**src/rtl/ternary_result_drain.sv**
```systemverilog
// ---------------------------------------------------------------------------
// ternary_result_drain
//
// Output staging stage behind the ternary matrix-vector multiplier. Signed
// accumulator results arrive one row at a time, in any order, and are parked
// in a local buffer. Once every row of the frame is present the frame is
// streamed out one byte per handshake on an 8-bit valid/ready port, either as
// saturated int8 (one byte per row) or as sign-extended int16 (two bytes per
// row, low byte first).
//
// Ports:
//   clk        clock
//   rst_n      synchronous active-low reset
//   start      pulse: open a new frame (clears row mask and overrun)
//   in_valid   in_row/in_data carry a result this cycle
//   in_row     destination row of in_data
//   in_data    signed accumulator result
//   sat_mode   1: int8 saturated output, 0: int16 two-byte output
//   out_data   current output byte (registered)
//   out_valid  out_data is valid (registered)
//   out_ready  consumer accepts the byte when out_valid && out_ready
//   out_last   marks the final byte of the frame (registered)
//   busy       high while collecting or draining (registered)
//   overrun    sticky error: duplicate row write or write outside COLLECT
// ---------------------------------------------------------------------------
module ternary_result_drain #(
    parameter int OUT_LEN   = 8,
    parameter int ACC_WIDTH = 12,
    parameter int ROW_W     = $clog2(OUT_LEN)
) (
    input  logic                        clk,
    input  logic                        rst_n,
    input  logic                        start,
    input  logic                        in_valid,
    input  logic [ROW_W-1:0]            in_row,
    input  logic signed [ACC_WIDTH-1:0] in_data,
    input  logic                        sat_mode,
    output logic [7:0]                  out_data,
    output logic                        out_valid,
    input  logic                        out_ready,
    output logic                        out_last,
    output logic                        busy,
    output logic                        overrun
);

    localparam logic [ROW_W-1:0] LAST_ROW = ROW_W'(OUT_LEN - 1);

    typedef enum logic [1:0] {
        IDLE    = 2'd0,
        COLLECT = 2'd1,
        DRAIN   = 2'd2
    } state_t;

    state_t                      state_r;
    logic signed [ACC_WIDTH-1:0] buf_r [OUT_LEN];
    logic [OUT_LEN-1:0]          mask_r;
    logic [ROW_W-1:0]            rd_row_r;
    logic                        byte_sel_r;
    logic                        sat_r;
    logic                        overrun_r;
    logic [7:0]                  out_data_r;
    logic                        out_valid_r;
    logic                        out_last_r;
    logic                        busy_r;

    logic                        write_en_s;
    logic [ROW_W-1:0]            nxt_row_s;
    logic                        nxt_sel_s;
    logic [7:0]                  nxt_byte_s;
    logic                        nxt_last_s;
    logic signed [ACC_WIDTH-1:0] first_val_s;
    logic [7:0]                  first_byte_s;

    // Format one output byte from a buffered result: clamp to int8, or pick
    // the low/high byte of the 16-bit sign extension.
    function automatic logic [7:0] fmt_byte(
        input logic signed [ACC_WIDTH-1:0] v,
        input logic                        sat,
        input logic                        sel
    );
        logic signed [15:0] ext;
        logic [7:0]         res;
        ext = 16'(v);
        if (sat) begin
            if (ext > 16'sd127) begin
                res = 8'h7F;
            end else if (ext < -16'sd128) begin
                res = 8'h80;
            end else begin
                res = ext[7:0];
            end
        end else begin
            if (sel) begin
                res = ext[15:8];
            end else begin
                res = ext[7:0];
            end
        end
        return res;
    endfunction

    // Write qualification, drain pointer advance and the byte to present next.
    always_comb begin
        write_en_s   = 1'b0;
        nxt_row_s    = rd_row_r;
        nxt_sel_s    = 1'b0;
        first_val_s  = buf_r[0];
        if ((state_r == COLLECT) && !start && in_valid) begin
            write_en_s = 1'b1;
        end else begin
            write_en_s = 1'b0;
        end
        // int16 stays on the row for the high byte; int8 moves every byte.
        if (!sat_r && !byte_sel_r) begin
            nxt_row_s = rd_row_r;
            nxt_sel_s = 1'b1;
        end else begin
            nxt_row_s = rd_row_r + ROW_W'(1);
            nxt_sel_s = 1'b0;
        end
        nxt_byte_s = fmt_byte(buf_r[nxt_row_s], sat_r, nxt_sel_s);
        nxt_last_s = (nxt_row_s == LAST_ROW) && (sat_r || nxt_sel_s);
        // A row-0 write landing on the transition edge must reach the first byte.
        if (write_en_s && (in_row == ROW_W'(0))) begin
            first_val_s = in_data;
        end else begin
            first_val_s = buf_r[0];
        end
        first_byte_s = fmt_byte(first_val_s, sat_mode, 1'b0);
    end

    // Result buffer; contents need no reset because the mask gates their use.
    always_ff @(posedge clk) begin
        if (write_en_s) begin
            buf_r[in_row] <= in_data;
        end
    end

    // Frame control FSM with registered stream outputs.
    always_ff @(posedge clk) begin
        if (!rst_n) begin
            state_r     <= IDLE;
            mask_r      <= '0;
            rd_row_r    <= '0;
            byte_sel_r  <= 1'b0;
            sat_r       <= 1'b0;
            overrun_r   <= 1'b0;
            out_data_r  <= 8'h00;
            out_valid_r <= 1'b0;
            out_last_r  <= 1'b0;
            busy_r      <= 1'b0;
        end else begin
            case (state_r)
                IDLE: begin
                    if (start) begin
                        state_r   <= COLLECT;
                        busy_r    <= 1'b1;
                        mask_r    <= '0;
                        overrun_r <= 1'b0;
                    end else if (in_valid) begin
                        overrun_r <= 1'b1;
                    end
                end
                COLLECT: begin
                    if (start) begin
                        mask_r    <= '0;
                        overrun_r <= 1'b0;
                    end else begin
                        if (in_valid) begin
                            mask_r[in_row] <= 1'b1;
                            if (mask_r[in_row]) begin
                                overrun_r <= 1'b1;
                            end
                        end
                        if (&mask_r) begin
                            state_r     <= DRAIN;
                            sat_r       <= sat_mode;
                            rd_row_r    <= '0;
                            byte_sel_r  <= 1'b0;
                            out_valid_r <= 1'b1;
                            out_last_r  <= 1'b0;
                            out_data_r  <= first_byte_s;
                        end
                    end
                end
                DRAIN: begin
                    if (in_valid) begin
                        overrun_r <= 1'b1;
                    end
                    if (out_ready) begin
                        if (out_last_r) begin
                            state_r     <= IDLE;
                            busy_r      <= 1'b0;
                            out_valid_r <= 1'b0;
                            out_last_r  <= 1'b0;
                            out_data_r  <= 8'h00;
                        end else begin
                            rd_row_r   <= nxt_row_s;
                            byte_sel_r <= nxt_sel_s;
                            out_data_r <= nxt_byte_s;
                            out_last_r <= nxt_last_s;
                        end
                    end
                end
                default: begin
                    state_r     <= IDLE;
                    busy_r      <= 1'b0;
                    out_valid_r <= 1'b0;
                    out_last_r  <= 1'b0;
                end
            endcase
        end
    end

    assign out_data  = out_data_r;
    assign out_valid = out_valid_r;
    assign out_last  = out_last_r;
    assign busy      = busy_r;
    assign overrun   = overrun_r;

endmodule

```
**config.mk**
```make
export PLATFORM = sky130hd
export DESIGN_NAME = ternary_result_drain
export DESIGN_NICKNAME = d
export VERILOG_FILES = /design/src/rtl/ternary_result_drain.sv
export SDC_FILE = /design/constraint.sdc
export NUM_CORES = 1
export LEC_CHECK = 0
export ABC_AREA = 1
export CORE_MARGIN = 2
export CORE_UTILIZATION = 51
export DETAILED_ROUTE_END_ITERATION = 10
export PLACE_DENSITY = 0.73
export SLEW_MARGIN = 10
export SYNTH_ARGS = -nofsm -noshare
export SYNTH_HDL_FRONTEND = slang
export SYNTH_SLANG_ARGS = --single-unit
```
**constraint.sdc**
```tcl
create_clock -name clk -period 5.52 [get_ports clk]
set_input_delay 1.656 -clock clk [delete_from_list [all_inputs] [get_ports clk]]
set_output_delay 1.656 -clock clk [all_outputs]
set_load 0.1 [all_outputs]
```
# After elaboration in Yosys (flattened, before gate mapping)
# Memories as Yosys holds them, arrays and structs flattened.
# Index checks and enable logic that the tools add are counted.
totals:
  ff_bits: 27
  ram_bits: 96
  out_inout_bits: 12
  wordCells: 116
  memories: 1
op_classes:
  add_sub_neg: 1
  n_lt_le_gt_ge: 6
  n_eq_ne: 11
  n_mux: 58
  bitwise: 4
  n_reduce_logical: 25
mem_list:
  columns: ["name", "depth", "width", "rd", "rd_clocked_by_memory_dff", "wr", "line", "text"]
  rows:
  - ["buf_r", 8, 12, 2, 0, 1, "55", "logic signed [ACC_WIDTH-1:0] buf_r [OUT_LEN];"]
ops:
  columns: ["cell", "count"]
  rows:
  - ["2-to-1 mux 8 bit", 14]
  - ["case mux 8 bit (2 select lines)", 2]
  - ["greater-than comparator 12 x 8 -> 1 bit, second input constant", 2]
  - ["less-than comparator 12 x 8 -> 1 bit, second input constant", 2]
  - ["2-to-1 mux 1 bit", 22]
  - ["2-to-1 mux 3 bit", 5]
  - ["AND reduction 5 bit", 3]
  - ["2-to-1 mux 12 bit", 1]
  - ["case mux 1 bit (3 select lines)", 4]
  - ["AND reduction 4 bit", 3]
  - ["2-to-1 mux 2 bit", 5]
  - ["inequality test 2 bit, second input constant", 5]
  - ["AND reduction 10 bit", 1]
  - ["OR 8 bit", 1]
  - ["AND reduction 8 bit", 1]
  - ["logical AND 1 bit", 6]
  - ["case mux 2 bit (3 select lines)", 1]
  - ["case mux 3 bit (2 select lines)", 1]
  - ["AND reduction 3 bit", 2]
  - ["less-than comparator 3 x 4 -> 1 bit, second input constant", 1]
  - ["nonzero test 2 bit", 2]
  - ["adder 3 x 1 -> 3 bit, second input constant", 1]
  - ["binary-select mux 1 bit (select 3 bit)", 1]
  - ["demux 1 bit (select 3 bit)", 1]
  - ["14 further kinds", 18]

# Depth between registers and ports, before layout
depth:
  depth_word: 13
  ltp_mapped: 16
  mapped_depth_nobuf: 15

# Worst setup path before layout
# OpenSTA, ideal clock, no wires.
synth_timing:
  path_type: "input to register"
  from: "input port in_row[1]"
  to: "memory buf_r[1][0] (enable)"
  setup_ns: 0.412
  t_arrival_ns: 3.151
  slack_ns: 1.957
  stages: 2
  cell_sequence: "clkbuf_1 -> nor4_1"
synth_rtl:
  columns: ["item", "line", "text"]
  rows:
  - ["start, declared", "35", "input logic [ROW_W-1:0] in_row,"]
  - ["end, declared", "55", null]
# No word-level cell before the write port.

# Worst setup path after layout
layout_timing:
  from: "input port in_row[1]"
  to: "register out_data_r[6] (netlist: out_data[6])"
layout_between:
  elab_chain_len: 10
  elab_cells_between_ends: 11
  cone_classes: "2 x order compare; 7 x mux; 2 x reduce/logical"
layout_rtl:
  columns: ["item", "line", "text"]
  rows:
  - ["logical NOT 3 bit *", "124", "if (write_en_s && (in_row == ROW_W'(0))) begin"]
  - ["logical AND 1 bit *", "124", null]
  - ["2-to-1 mux 12 bit *", "124", null]
  - ["less-than comparator 12 x 8 -> 1 bit", "87", "end else if (ext < -16'sd128) begin"]
  - ["2-to-1 mux 8 bit", "87", null]
  - ["2-to-1 mux 8 bit", "85", "if (ext > 16'sd127) begin"]
  - ["2-to-1 mux 8 bit *", "84", "if (sat) begin"]
  - ["2-to-1 mux 8 bit *", "175", "if (&mask_r) begin"]
  - ["2-to-1 mux 8 bit *", "165", "if (start) begin"]
  - ["case mux 8 bit (2 select lines) *", "153", "case (state_r)"]
  - ["end signal, assigned", "182", "out_data_r <= first_byte_s;"]
  - ["end signal, assigned", "200", "out_data_r <= nxt_byte_s;"]
  - ["end, declared", "61", "logic [7:0] out_data_r;"]
# Every way passes the cells marked *; elsewhere a longest branch is shown, timed or not. The select of a mux whose other input is x is not followed.
# A chain may end at the register's enable or synchronous reset.

==> impl_metrics.toml <==
[clock_network]
cts_tree = "built"
cts_buffers = 17
cts_sinks = 123
clkTransAtPathRegs_ns = 0.05
htreeDepth = 4
cts_setup_buffers = 0
post_cts_resized = 0
worstSkewPairLatency_ns = 0.42
ctsHoldBuffers = 0
clock_tree.root_cell = "clkbuf_16"
clk_path_buf_depth = 2

[yosys]
avgSynthCellArea_um2 = 9.68
yosysSeqAreaShare_pct = 58.0
synth_cell_types = 42
ys_ff_latch = 123
synth_largest_area_cell = "edfxtp_1"
synth_edf_count = 96
ys_warn_count = 0
syn_inst = 610
syn-num-nets = 637
synth_area_um2 = 5900
synth_top_area_share_pct = 48.8
synth_area_leaders = "edfxtp_1 (49%), nand2_1 (10%), dfxtp_1 (9.2%)"
synth_async_sr_flop_share_pct = 0
synth_common_cells = "nand2_1 (160), edfxtp_1 (96), nand3_1 (87)"
post-synth-top-count-cell = "nand2_1"
synthFlopType = "edfxtp_1"

[global_route]
grt_pass1_vias = 4365
grt_max_degree = 44
grt_pass1_wl_mm = 22.5
grt_overflow = 0
grt_use_total_pct = 23.3
antenna_found_initial = 0

[power_and_ir_drop]
power.share.combinational_pct = 23.6
p_clk_share_pct = 40.2
vdd_drop_max_uv = 273
seqPwrFrac_pct = 36.2
total_power_w = 0.00297
p_switching_w = 0.000936
p_leak_nw = 2.65
p_per_area_nw_per_um2 = 426
p_int_w = 0.00203
switching_share_pct = 31.5

[timing]
hold_ws_ns = 0.449
finalHoldViolations = 0
tightestPinTransition_ns = 1.01
period_share_pct = 72.7
rsz0062_at_grt = "false"
finalClockSkew_ns = 0.00735
setup_viol = 0
slew_headroom_pct = 32.6
slew_viol_final = 0
fmaxAchievable_ghz = 0.249
fin_setup_tns_ns = 0
min_period_ns = 4.01

[route]
vias = 4456
drc = 0
drt_iter0_markers = 400
first_pass_iters = 5
antenna_left = 0
routed_wl_mm = 13.7
vias_per_cell = 5.54
wl_per_cell_um = 17.1

[setup_path]
critPathLaunchType = "input port"
worstPathRequired_ns = 5.82
critical_path_class = "in -> reg"
worst-path-max-fanout = 20
end_kind = "register"
arrival_ns = 4.31

[floorplan]
die_w_um = 112
start_util_pct = 51.9
dieArea_um2 = 12500
fp.coreArea_um2 = 11400
io_pins = 33
chipHeight_um = 112
rows = 39

[placed_design]
hpwl_mm = 8.74
gp_congestion = 0.901
port_buffers = 32

[cells_and_area]
drive_gt1_share_pct = 12.7
areaGrowthSynthToFinish_pct = 18.1
fillers = 935
diodes = 0
fin_nets = 676
multi_input_area_um2 = 2120
seq_area_um2 = 3420
post-route-util_pct = 61.3

[job]
max-cap-violations = 0

[outcome]
status = "finished, final reports clean"

[min_path]
hold_class = "reg -> reg"
power groups by stage:
stage / clock (W) / combinational [W] / sequential (W)
floorplan: 0 / 0.000349 / 0.00128
global placement: 0 / 0.000677 / 0.00109
detailed placement: 0 / 0.000694 / 0.00109
CTS: 0.00121 / 0.000697 / 0.00108
global route: 0.00125 / 0.000758 / 0.00108
finish: 0.00119 / 0.000699 / 0.00108
cell type report:
cell class                 instances  share of cell area [%]
clock buffer                      22                    6.95
sequential                       123                    49.1
clock inverter                    10                    2.33
inverter                          59                    3.18
timing repair buffer              40                    5.46
multi-input combinational        408                    30.4
tap                              143                    2.57
final timing paths:
check	startpoint	endpoint	slack (ns)	cells past startpoint
worst max-delay path	in_row[1]	out_data[6]	1.51	11
worst min-delay path	out_valid	out_valid	0.45	2
worst max register to register	state_r[0]	byte_sel_r	2.53	13
worst min register to register	out_valid	out_valid	0.45	2
placed cells by master, fill, tap and decap left out, types with 2 or more instances in the layout:
cell / synthesis / final
nor4_1: 5 / 2
clkinvlp_4: 0 / 2
nand3_2: 3 / 3
a21oi_1: 23 / 23
edfxtp_1: 96 / 96
nand3_1: 87 / 87
a21oi_2: 7 / 7
nor2_4: 3 / 3
clkinv_4: 0 / 2
a22oi_1: 4 / 4
a31oi_1: 3 / 3
inv_1: 56 / 56
o22ai_1: 3 / 3
nor4_2: 0 / 3
nor2_2: 0 / 2
nand2_4: 5 / 5
clkbuf_16: 0 / 17
mux2i_1: 2 / 2
clkinv_2: 0 / 2
ha_1: 6 / 6
dfxtp_1: 27 / 27
nand2_2: 8 / 8
o21ai_1: 2 / 2
nor2_1: 36 / 34
bufinv_16: 0 / 4
o21ai_0: 22 / 22
nor3_1: 5 / 5
buf_4: 1 / 8
nand2_1: 160 / 160
nand4_1: 6 / 6
o21ai_2: 2 / 2
mux2_2: 5 / 5
clkbuf_8: 0 / 4
clkdlybuf4s50_1: 0 / 32
inv_2: 2 / 2
routing by layer:
layer,vias up,wire length (um),GRT usage (%)
met5,-,0,0
met4,0,606,12.8
met3,36,776,5.12
li1,2171,-,-
met2,135,6380,36.5
met1,2114,5980,30.5
worst max-delay path: stages:
cell and delay, ns:
clkdlybuf4s50_1 0.62, inv_1 0.27, nand3_1 0.24, nor2_4 0.47, o21ai_0 0.24, nand4_1 0.13, nand3_1 0.21, nand2_1 0.14
nand2_1 0.06, a21oi_1 0.20, a21oi_2 0.08
logic make-up (layout without fill, tap and decap cells):
family	Yosys count	count (layout)	share of synthesized area, %
buf+inv	79	131	6.51
fa+ha+maj	6	6	1.27
simple gates	321	321	24.9
mux	7	7	1.29
xor+xnor	1	1	0.276
compound gates	73	73	7.74
flops	123	123	58.0
per-stage QoR:
stage,instance area [um^2],cells,setup slack (ns)
after floorplan,5900,610,1.96
after global placement,6320,773,1.33
after detailed placement,6320,773,1.14
after CTS,6970,805,1.57
after global routing,6970,805,1.33
final,6970,805,1.51
sequential cells by signal (all words and copies together), names as in the netlist:
register    count
out_last        1
byte_sel_r      1
sat_r           1
out_valid       1
rd_row_r        3
buf_r          96
overrun         1
busy            1
out_data        8
mask_r          8
state_r         2
Note: power is estimated with default switching activity, not from simulation.
